File: config.mk
export PLATFORM = sky130hd
export DESIGN_NAME = instr_sequencer
export DESIGN_NICKNAME = d
export VERILOG_FILES = /design/src/rtl/project_pkg.sv /design/src/rtl/seq_stall_counter.sv /design/src/rtl/instr_sequencer.sv
export SDC_FILE = /design/constraint.sdc
export NUM_CORES = 1
export LEC_CHECK = 0
export CAP_MARGIN = 20
export CORE_MARGIN = 5
export CORE_UTILIZATION = 25
export DETAILED_ROUTE_END_ITERATION = 10
export PLACE_DENSITY = 0.61
export RECOVER_POWER = 50
export SYNTH_ARGS = -nofsm -noshare
export SYNTH_HDL_FRONTEND = slang
export SYNTH_SLANG_ARGS = --single-unit
File: constraint.sdc
create_clock -name clk -period 3.6 [get_ports clk]
set_input_delay 0.54 -clock clk [delete_from_list [all_inputs] [get_ports clk]]
set_output_delay 0.54 -clock clk [all_outputs]
set_load 0.01 [all_outputs]
File: src/rtl/project_pkg.sv
//------------------------------------------------------------------------------
// Module : project_pkg
// Brief  : Shared types for the 8-bit core: data word, opcodes, sequencer states.
// Rev    : 1.0  initial release
//------------------------------------------------------------------------------
`default_nettype none

package project_pkg;

    typedef logic [7:0] word;

    typedef enum logic [3:0] {
        OP_NOP  = 4'h0,
        OP_ADD  = 4'h1,
        OP_ADDI = 4'h2,
        OP_SUB  = 4'h3,
        OP_AND  = 4'h4,
        OP_OR   = 4'h5,
        OP_COPY = 4'h6,
        OP_LW   = 4'h7,
        OP_SW   = 4'h8,
        OP_RO   = 4'h9,
        OP_JEQ  = 4'hC
    } e_instr;

    typedef enum logic [2:0] {
        FETCH = 3'd0,
        IMM   = 3'd1,
        EXEC  = 3'd2,
        MEM   = 3'd3,
        WB    = 3'd4
    } e_seq_state;

    function automatic logic [3:0] opcode_of(input word w);
        return w[7:4];
    endfunction

endpackage

`default_nettype wire

File: src/rtl/seq_stall_counter.sv
//------------------------------------------------------------------------------
// Module : seq_stall_counter
// Brief  : Saturating up-counter with enable and synchronous clear.
// Rev    : 1.0  initial release
//------------------------------------------------------------------------------
`default_nettype none

module seq_stall_counter #(
    parameter int WIDTH = 16
) (
    input  logic             clk,
    input  logic             rst,
    input  logic             i_en,
    output logic [WIDTH-1:0] o_count
);

    localparam logic [WIDTH-1:0] C_MAX = {WIDTH{1'b1}};
    localparam logic [WIDTH-1:0] C_ONE = {{(WIDTH-1){1'b0}}, 1'b1};

    logic [WIDTH-1:0] r_count;

    always_ff @(posedge clk) begin
        if (rst) begin
            r_count <= '0;
        end else if (i_en && (r_count != C_MAX)) begin
            r_count <= r_count + C_ONE;
        end
    end

    assign o_count = r_count;

endmodule

`default_nettype wire

File: src/rtl/instr_sequencer.sv
//------------------------------------------------------------------------------
// Module : instr_sequencer
// Brief  : Multi-cycle FETCH/IMM/EXEC/MEM/WB sequencer over a shared memory port.
//          Optional stall counter enabled by macro SEQ_STALL_CNT_EN.
// Rev    : 1.0  initial release
//------------------------------------------------------------------------------
`default_nettype none

module instr_sequencer
    import project_pkg::*;
#(
    parameter logic [7:0] RESET_PC = 8'h00
`ifdef SEQ_STALL_CNT_EN
    ,
    parameter int         STALL_W  = 16
`endif
) (
    input  logic       clk,
    input  logic       rst,
    output logic [7:0] mem_addr,
    output logic       mem_rd,
    output logic       mem_wr,
    input  logic       mem_ack,
    input  word        mem_rdata,
    input  word        data_addr,
    input  word        jump_target,
    input  logic       dec_reg_wr,
    input  logic       dec_mem_wr,
    input  logic       dec_mem_to_reg,
    input  logic       dec_pc_src,
    input  logic       dec_alu_src,
    output word        instr,
    output word        imm,
    output logic [7:0] pc,
    output logic       reg_wr_en,
    output word        load_data,
    output logic       wb_sel_mem
`ifdef SEQ_STALL_CNT_EN
    ,
    output logic [STALL_W-1:0] stall_cnt
`endif
);

    e_seq_state r_state;
    logic [7:0] r_pc;
    word        r_instr;
    word        r_imm;
    word        r_load;

    logic       w_mem_rd;
    logic       w_mem_wr;
    logic [7:0] w_mem_addr;
    logic       w_reg_wr_en;
    logic       w_wb_sel;
    logic       w_ack;
    logic       w_is_lw;
    logic       w_unused;

    // ALU source select is consumed by the datapath only.
    assign w_unused = dec_alu_src;
    assign w_is_lw  = (opcode_of(r_instr) == OP_LW);

    // Outputs follow the registered state; reset forces every strobe low at once.
    always_comb begin
        w_mem_rd    = 1'b0;
        w_mem_wr    = 1'b0;
        w_mem_addr  = r_pc;
        w_reg_wr_en = 1'b0;
        w_wb_sel    = 1'b0;
        if (!rst) begin
            case (r_state)
                FETCH, IMM: w_mem_rd = 1'b1;
                EXEC:       w_reg_wr_en = dec_reg_wr && !w_is_lw;
                MEM: begin
                    w_mem_addr = data_addr;
                    w_mem_rd   = dec_mem_to_reg;
                    w_mem_wr   = dec_mem_wr && !dec_mem_to_reg;
                end
                WB: begin
                    w_reg_wr_en = 1'b1;
                    w_wb_sel    = 1'b1;
                end
                default: ;
            endcase
        end
    end

    assign w_ack = (w_mem_rd || w_mem_wr) && mem_ack;

    always_ff @(posedge clk) begin
        if (rst) begin
            r_state <= FETCH;
            r_pc    <= RESET_PC;
            r_instr <= 8'h00;
            r_imm   <= 8'h00;
            r_load  <= 8'h00;
        end else begin
            case (r_state)
                FETCH: if (w_ack) begin
                    r_instr <= mem_rdata;
                    r_pc    <= r_pc + 8'd1;
                    r_state <= (opcode_of(mem_rdata) == OP_ADDI) ? IMM : EXEC;
                end
                IMM: if (w_ack) begin
                    r_imm   <= mem_rdata;
                    r_pc    <= r_pc + 8'd1;
                    r_state <= EXEC;
                end
                EXEC: begin
                    if (dec_pc_src) begin
                        r_pc <= jump_target;
                    end
                    r_state <= (w_is_lw || dec_mem_wr) ? MEM : FETCH;
                end
                MEM: if (w_ack) begin
                    if (w_is_lw) begin
                        r_load  <= mem_rdata;
                        r_state <= WB;
                    end else begin
                        r_state <= FETCH;
                    end
                end
                WB:      r_state <= FETCH;
                default: r_state <= FETCH;
            endcase
        end
    end

    assign mem_addr   = w_mem_addr;
    assign mem_rd     = w_mem_rd;
    assign mem_wr     = w_mem_wr;
    assign instr      = r_instr;
    assign imm        = r_imm;
    assign pc         = r_pc;
    assign reg_wr_en  = w_reg_wr_en;
    assign wb_sel_mem = w_wb_sel;
    assign load_data  = r_load;

`ifdef SEQ_STALL_CNT_EN
    seq_stall_counter #(
        .WIDTH (STALL_W)
    ) u_stall_counter (
        .clk     (clk),
        .rst     (rst),
        .i_en    ((w_mem_rd || w_mem_wr) && !mem_ack),
        .o_count (stall_cnt)
    );
`endif

endmodule

`default_nettype wire

==> qor.yml <==
status: "finished clean"
clk_latency_ps: 280
final_layout_size_suffix_gt1_frac: 0.0977
cp_max_fo: 11
tightest_slew_ps: 617
p_sw_frac: 0.272
synth_top_area_cell: "dfxtp_1"
slew_violations: 0
max-slew-margin-rel: 0.587
num_rows: 30
synthTopCellsByArea: "dfxtp_1, mux2i_1, mux2_2, nor2_1, a21oi_1"
grt_pass1_wl_um: 8220
wire_per_inst_um: 14.3
synth_compound_area_frac: 0.146
power_density_nw_per_um2: 322
setup_violations: 0
avgSynthCellArea_um2: 9.04
drcViolationCount: 0
fin_nets: 298
cts_tree: "built"
cts_max_level: 2
core_um2: 6790
power_frac_seq: 0.486
required_ps: 3060
p_clk_frac: 0.329
synth_fp_nets: 226
io_pins: 76
num_vias: 1658
register_area_um2: 701
fp.dieW_um: 93.5
final_hold_viol_count: 0
grt_max_degree: 38
max_freq_mhz: 321
stdcell_count: 362
skew_ps: 9.38
area_growth_syn_to_layout_pct: 51.8
yosys.area_share.simple: 0.245
nFillCells: 721
async_reset_ff_frac: 0
grt_pass1_vias: 1659
postSynthCellCount: 193
comb_power_share: 0.184
cp.arrival_ps: 2580
multi_input_area_um2: 960
overflow: 0
crit_type: "in2out"
ir_drop_mv: 0.148
synth-xor-area-share: 0
synth-seq-area-share: 0.402
muxShareOfSynthArea: 0.155
synth_ff_type: "dfxtp_1"
dieArea_um2: 8750
buffer_ports.inserted: 74
ctsResizeCount: 0
start_kind: "input pin"
drt_wl_total_um: 5160
initial_utilization: 0.257
grt_usage: 0.119
fin_crit_sh: 0.866
dr.pass1.iters: 4
ys_types: 40
viasPerCell: 4.58
diodes: 0
worst_setup_path_end_kind: "output pin"
fin_setup_tns_ps: 0
clk_path_buf_depth: 2
routabilityCongestion: 0.755
netlist_area_um2: 1740
internal-power_uw: 621
dpl.hpwl_um: 3790
yosysTopAreaCellShare: 0.402
net-switching-power_uw: 231
rsz0062_at_grt: "no"
yosys_warnings: 0
p_leak_nw: 1.07
dieHeight_um: 93.5
layout_common_cells: "clkdlybuf4s50_1, dfxtp_1, dlygate4sd3_1, nor2_1, mux2i_1"
post_cts_buffers: 0
clkTransAtPathRegs_ps: 70
drt_iter0_markers: 75
dpl.cell_count: 354
synth_seq_cells: 35
synth-edff-count: 0
cts_buffers: 5
antenna_found_initial: 0
cts_hold_buf: 0
antenna_left: 0
cap_violations: 0
final_common_cell: "clkdlybuf4s50_1"
hp-class: "reg2reg"
synth_adder_area_share: 0.00717
synth_top_family_by_area: "simple AND/OR/NAND/NOR gates"
cts_sinks: 35
cts-root-buf: "clkbuf_8"
fin_crit_ps: 3120
power by group through the flow:
stage	combinational, mW	clock (mW)	sequential, mW
after floorplan	0.0788	0	0.422
after global placement	0.161	0	0.423
after detailed placement	0.163	0	0.424
after CTS	0.163	0.291	0.415
after global routing	0.172	0.305	0.417
final	0.157	0.281	0.414
per-stage QoR:
stage	total power, mW	utilization	setup slack [ps]	hold slack, ps	cell area, um2
2_1_floorplan	0.501	-	1580	481	1740
3_3_place_gp	0.584	0.377	727	445	2560
3_5_place_dp	0.586	0.377	687	458	2560
4_1_cts	0.869	0.390	692	470	2650
5_1_grt	0.894	0.390	377	494	2650
6_report	0.852	0.390	483	464	2650
cells in the mapped netlist (2+ instances only):
| master | n |
|---|---|
| a211oi_1 | 2 |
| a211oi_2 | 2 |
| a21oi_1 | 14 |
| a31oi_1 | 2 |
| and2_1 | 5 |
| and3_1 | 2 |
| buf_2 | 3 |
| buf_4 | 2 |
| buf_6 | 2 |
| clkbuf_1 | 7 |
| dfxtp_1 | 35 |
| mux2_2 | 8 |
| mux2i_1 | 18 |
| nand2_1 | 16 |
| nand3_1 | 13 |
| nand3b_1 | 2 |
| nor2_1 | 20 |
| nor2b_1 | 2 |
| nor3_1 | 2 |
| nor4b_1 | 3 |
| o21a_1 | 2 |
| o21ai_0 | 12 |
| o21bai_1 | 2 |
critical path, stage by stage:
cell and delay (ps):
dlygate4sd3_1 560, and4bb_1 590, mux2_2 390, clkdlybuf4s50_1 480
final cells by class:
| type | instances | area share |
|---|---|---|
| repair buffers | 79 | 0.294 |
| clock inverters | 3 | 0.00756 |
| well taps | 96 | 0.0454 |
| multi-input cells | 144 | 0.362 |
| clock buffers | 5 | 0.0260 |
| flip-flops and latches | 35 | 0.265 |
layer usage:
metal / vias to the layer above / part of all wire / global-route usage
li1: 835 / - / -
met4: 0 / 0.0050 / 0.0293
met2: 58 / 0.44 / 0.190
met5: - / 0 / 0
met1: 763 / 0.45 / 0.148
met3: 2 / 0.10 / 0.0507
path summary, 6_finish.rpt:
kind / slack (ps) / cells after the start / startpoint / end
worst max-delay path: 480 / 4 / rst / mem_addr[0]
worst min-delay path: 460 / 2 / imm[0] / imm[0]
worst max register to register: 1430 / 4 / r_state[1] / load_data[0]
worst min register to register: 460 / 2 / imm[0] / imm[0]
cell families (layout without fill, tap and decap cells):
logic type,after synthesis,count (layout)
simple gates,76,76
fa+ha+maj,1,1
mux,26,26
buf+inv,14,87
compound gates,41,41
flops,35,35
state kept, by name, summed over array words and instances, names as in the netlist:
register,count
pc,8
load_data,8
instr,8
r_state,3
imm,8
No activity file was read; power rests on OpenSTA's default activity.
